<file path="config.mk">
export PLATFORM = sky130hd
export DESIGN_NAME = cdr_pd_loop_core_flat
export DESIGN_NICKNAME = d
export VERILOG_FILES = /design/src/rtl/cdr_pd_loop_core_if.sv /design/src/rtl/cdr_pd_loop_core.sv /design/src/flat_wrapper.sv
export SDC_FILE = /design/constraint.sdc
export NUM_CORES = 1
export LEC_CHECK = 0
export CAP_MARGIN = 20
export CORE_MARGIN = 1
export CORE_UTILIZATION = 45
export CTS_BUF_LIST = sky130_fd_sc_hd__clkbuf_8
export CTS_CLUSTER_DIAMETER = 100
export CTS_CLUSTER_SIZE = 10
export DETAILED_ROUTE_END_ITERATION = 6
export MAX_ROUTING_LAYER = met4
export PLACE_DENSITY = 0.65
export SYNTH_ARGS = -nofsm -noshare
export SYNTH_HDL_FRONTEND = slang
export SYNTH_SLANG_ARGS = --single-unit
</file>
<file path="constraint.sdc">
create_clock -name clk -period 4.6 [get_ports clk]
set_clock_uncertainty 0.1 [all_clocks]
set_input_delay 0.92 -clock clk [delete_from_list [all_inputs] [get_ports clk]]
set_output_delay 0.92 -clock clk [all_outputs]
set_load 0.02 [all_outputs]
</file>
<file path="src/rtl/cdr_pd_loop_core_if.sv">
// Signal bundle between the CDR core and its user: serial input, recovered
// data, bang-bang votes and the 11-bit phase code for the interpolator.
`timescale 1ps/1ps
interface cdr_pd_loop_core_if;
   logic        din;
   logic        a;
   logic        up;
   logic        dn;
   logic [10:0] code;

   // Environment side: drives the serial stream, observes the loop.
   modport master (output din, input a, up, dn, code);
   // Core side.
   modport slave (input din, output a, up, dn, code);
endinterface

</file>
<file path="src/rtl/cdr_pd_loop_core.sv">
// Alexander bang-bang phase detector followed by a proportional-integral
// loop filter. The filter produces an 11-bit phase code, which wraps modulo
// 2048 and steers the external phase interpolator that generates clk.
// There is no handshake: every port is sampled or updated on every clock.
`timescale 1ps/1ps
module cdr_pd_loop_core #(
   parameter int KP    = 4,
   parameter int KI    = 1,
   parameter int FRAC  = 8,
   parameter int INT_W = 16
) (
   input  logic                  clk,
   input  logic                  rst_n,
   cdr_pd_loop_core_if.slave     bus
);

   localparam int P_W = 11 + FRAC;

   // Integral bounds and step, one bit wider than the register so that the
   // sum can be tested against the limits before it is committed.
   localparam logic signed [INT_W:0] I_MAX_W = {2'b00, {(INT_W-1){1'b1}}};
   localparam logic signed [INT_W:0] I_MIN_W = -I_MAX_W;
   localparam logic signed [INT_W:0] KI_W    = (INT_W+1)'(KI);
   // Proportional step, aligned to the code LSB inside the phase accumulator.
   localparam logic [P_W-1:0]        KP_P    = P_W'(KP) << FRAC;

   logic                    e_s;
   logic                    e;
   logic                    a_prev;
   logic                    a_q;
   logic                    up_q;
   logic                    dn_q;
   logic signed [INT_W-1:0] i_reg;
   logic [P_W-1:0]          p_reg;

   logic signed [INT_W:0]   i_sum;
   logic signed [INT_W-1:0] i_next;
   logic [P_W-1:0]          p_step;
   logic [P_W-1:0]          p_next;

   // Edge sample: taken half a period after the data sample, between bits.
   always_ff @(negedge clk or negedge rst_n) begin
      if (!rst_n) e_s <= 1'b0;
      else        e_s <= bus.din;
   end

   // Data sample, history and phase-detector votes.
   always_ff @(posedge clk or negedge rst_n) begin
      if (!rst_n) begin
         a_q    <= 1'b0;
         a_prev <= 1'b0;
         e      <= 1'b0;
         up_q   <= 1'b0;
         dn_q   <= 1'b0;
      end else begin
         a_q    <= bus.din;
         a_prev <= a_q;
         e      <= e_s;
         up_q   <= a_prev ^ e;
         dn_q   <= e ^ a_q;
      end
   end

   // Loop filter arithmetic: vote to error, saturating integral, phase step.
   // A both-high vote cannot come from the detector; it is treated as no vote.
   always_comb begin
      i_sum  = {i_reg[INT_W-1], i_reg};
      p_step = '0;
      if (up_q && !dn_q) begin
         i_sum  = {i_reg[INT_W-1], i_reg} + KI_W;
         p_step = KP_P;
      end else if (dn_q && !up_q) begin
         i_sum  = {i_reg[INT_W-1], i_reg} - KI_W;
         p_step = -KP_P;
      end
      if (i_sum > I_MAX_W)      i_next = I_MAX_W[INT_W-1:0];
      else if (i_sum < I_MIN_W) i_next = I_MIN_W[INT_W-1:0];
      else                      i_next = i_sum[INT_W-1:0];
      // The integral is added every cycle, so a frequency offset keeps
      // slewing the phase even while the detector is silent.
      p_next = p_reg + p_step + P_W'(i_next);
   end

   // Filter state registers.
   always_ff @(posedge clk or negedge rst_n) begin
      if (!rst_n) begin
         i_reg <= '0;
         p_reg <= '0;
      end else begin
         i_reg <= i_next;
         p_reg <= p_next;
      end
   end

   assign bus.a    = a_q;
   assign bus.up   = up_q;
   assign bus.dn   = dn_q;
   assign bus.code = p_reg[P_W-1:FRAC];

endmodule

</file>
<file path="src/flat_wrapper.sv">
// flat-port wrapper written by rule: the top's interface ports become plain ports
module cdr_pd_loop_core_flat 
#(
   parameter int KP    = 4,
   parameter int KI    = 1,
   parameter int FRAC  = 8,
   parameter int INT_W = 16
)
  (clk, rst_n, bus_din, bus_a, bus_up, bus_dn, bus_code);
  cdr_pd_loop_core_if bus_i ();
  input  logic clk;
  input  logic rst_n;
  input wire logic [$bits(bus_i.din)-1:0] bus_din;
  output wire logic [$bits(bus_i.a)-1:0] bus_a;
  output wire logic [$bits(bus_i.up)-1:0] bus_up;
  output wire logic [$bits(bus_i.dn)-1:0] bus_dn;
  output wire logic [$bits(bus_i.code)-1:0] bus_code;
  assign bus_i.din = bus_din;
  assign bus_a = bus_i.a;
  assign bus_up = bus_i.up;
  assign bus_dn = bus_i.dn;
  assign bus_code = bus_i.code;
  cdr_pd_loop_core #(.KP(KP), .KI(KI), .FRAC(FRAC), .INT_W(INT_W)) u_core (.clk(clk), .rst_n(rst_n), .bus(bus_i));
endmodule
</file>
==> results.yml <==
outcome:
  status: "finished clean"
clocking:
  cts-root-buf: "clkbuf_8"
  clk_pin_slew_ns: 0.08
  clk_latency_ns: 0.29
  cts_buffers: 5
  numClockSinks: 41
  clk_path_buf_depth: 2
  cts_tree: "built"
  htree_levels: 2
  cts.hold.buffers_added: 0
synthesis:
  synth.area.top_cells: "dfrtp_1 31%, ha_1 12%, xnor2_1 6.3%, fa_1 5.6%, nand2_1 5.0%"
  yosysTopAreaCell: "dfrtp_1"
  syn-cell-area_mm2: 0.003204
  yosys_warnings: 0
  synth_cell_type_count: 58
  synthCells: 351
  synth-seq-cells: 41
  ys.flop_type: "dfrtp_1"
  syn-num-nets: 395
  synth_edf_count: 0
  syn_area_per_cell_um2: 9.129
  async_flop_share_pct: 100.0
  synth_top_area_share_pct: 31.24
  yosysSeqAreaShare_pct: 32.02
layout:
  layout_common_cells: "43 x nand2_1, 38 x dfrtp_1, 31 x inv_1, 31 x ha_1, 27 x buf_4"
  layout.nets: 425
  final_cells: 478
  final_cell_area_mm2: 0.003709
  diodes: 0
  largest_register_ffs: 19
  final_common_cell: "nand2_1"
  fillCellCount: 652
  layout-drive-gt1-share_pct: 15.97
  area_growth_syn_to_layout_pct: 15.74
  final_util_pct: 54.29
sta:
  setup_viol: 0
  slew_violations: 0
  setup_slack_ns: 0.1742
  relSlewSlack_pct: 64.38
  hold_violations: 0
  fin_crit_sh_pct: 96.21
  fmax_mhz: 225.9
  setup_tns_ns: 0
  holdWs_ns: 0.3466
  fin_crit_ns: 4.426
  worstMarginPinSlew_ns: 0.5343
place:
  numPortBuffers: 16
  dp.cells: 469
  placed_area_mm2: 0.003540
  dp_hpwl_um: 5746
  dp_slack_ns: 0.03039
  routabilityCongestion: 0.9047
setup_path:
  cp.arrival_ns: 4.55
  worst-setup-path-type: "reg -> reg"
  crit_slowest_cell: "or4_4"
  crit_chain: "inv_2 -> ha_4 -> nand3_2 -> or4_4 -> or2_4 -> and2_0 -> mux2i_1 -> inv_2 -> o21a_1 -> fa_1 -> inv_1 -> ha_1 -> buf_4 -> and3_1 -> nor4_2 -> a21oi_1 -> a31o_2 -> a21oi_2 -> xnor2_1"
  required_ns: 4.72
  slowest_delay_ns: 0.55
  critPathCaptureType: "flop"
  crit_path_frequent_cell: "inv_2"
  critical_path.max_fanout: 5
  start_kind: "flop"
power:
  power.total_mw: 3.148
  p_leak_nw: 1.767
  ir_drop_mv: 0.6370
  powerDensity_mw_per_mm2: 848.7
floorplan:
  pin_count: 17
  core_mm2: 0.006832
  start_util_pct: 46.90
  die_x_um: 86.39
  die_h_um: 86.39
  rows: 30
  dieArea_mm2: 0.007462
drt:
  viasPerCell: 5.218
  wl_um: 7165
  wire_per_inst_um: 14.99
  num_vias: 2494
  first_iter_violations: 116
  firstDrtPassIters: 4
  drc: 0
  ant_nets: 0
global_route:
  grt_pass1_vias: 2538
  grt_max_degree: 41
  overflow: 0
  grt_use_total_pct: 21.42
  grt_pass1_wl_um: 11940
  antenna_found_initial: 0
job:
  maxCapViolations: 0
min_path:
  hp-class: "reg -> reg"
## worst max-delay path: cells and delay by family (launching register included)
kind,cells,cell delay [ns]
XOR/XNOR,1,0.12
buffers and inverters,4,0.36
AO/OA/AOI/OAI,4,0.71
adder cells (fa/ha/maj),3,0.92
AND/OR/NAND/NOR,6,1.52
multiplexers,1,0.20
flip-flops,1,0.42
## layer usage
| layer | vias up | global-route usage (%) | share of wire [%] |
|---|---|---|---|
| li1 | 1247 | - | - |
| met1 | 1189 | 26.67 | 46 |
| met2 | 42 | 36.36 | 49 |
| met3 | 16 | 2.381 | 1.6 |
| met4 | 0 | 7.273 | 2.8 |
| met5 | - | - | 0 |
## cell type report
class | instances | area, µm² | share of cell area, %
Multi-Input combinational cell | 257 | 1977 | 53.31
Timing Repair Buffer | 43 | 357.8 | 9.649
Tap cell | 96 | 120.1 | 3.239
Sequential cell | 41 | 1028 | 27.73
Clock buffer | 7 | 96.34 | 2.598
Clock inverter | 1 | 5.005 | 0.1350
Inverter | 33 | 123.9 | 3.340
## synth_stat cells, types with 3 or more instances
library cell / count
a21o_1: 7
a21oi_1: 21
buf_4: 13
dfrtp_1: 40
fa_1: 9
ha_1: 32
inv_1: 32
nand2_1: 43
nand3_1: 7
nand4_1: 3
nor2_1: 20
nor3_1: 7
nor4_1: 5
o21a_1: 5
o21ai_0: 15
o21bai_1: 4
or3_1: 5
xnor2_1: 23
xor2_1: 13
## kinds of logic (layout without fill, tap and decap cells)
kind of cell / after synthesis / after routing / share of synthesized area [%]
and+or+nand+nor: 107 / 107 / 17.06
AOI/OAI and AO/OA: 71 / 71 / 14.25
buffers and inverters: 53 / 84 / 8.083
adders and majority gates: 41 / 41 / 18.12
DFF: 41 / 41 / 32.02
xor gates and xnor gates: 36 / 36 / 9.840
muxes: 2 / 2 / 0.6248
## timing repair
action,4_1_cts,5_1_grt
setup endpoints to repair,1,5
cloned,0,0
buffers inserted,0,1
pin swaps,0,5
resized for setup,1,15
## worst paths after layout
path,endpoint,depth (start not counted),slack (ns),from
max in group asynchronous,u_core.e_s$_DFF_NN0_,1,1.80,rst_n
max,u_core.p_reg[17]$_DFF_PN0_,19,0.17,u_core.bus.dn$_DFF_PN0_
min in group asynchronous,u_core.bus.up$_DFF_PN0_,2,0.59,rst_n
min reg2reg,u_core.bus.up$_DFF_PN0_,1,0.35,u_core.a_prev$_DFF_PN0_
max reg2reg,u_core.p_reg[17]$_DFF_PN0_,19,0.17,u_core.bus.dn$_DFF_PN0_
min,u_core.bus.up$_DFF_PN0_,1,0.35,u_core.a_prev$_DFF_PN0_
## report_power, final
part           leakage [nW]  internal, mW  switching (mW)
combinational          1.24          1.04            1.18
sequential            0.475         0.537           0.128
clock                0.0542         0.136           0.124
total                  1.77          1.71            1.44
(Power assumes the default switching activity.)
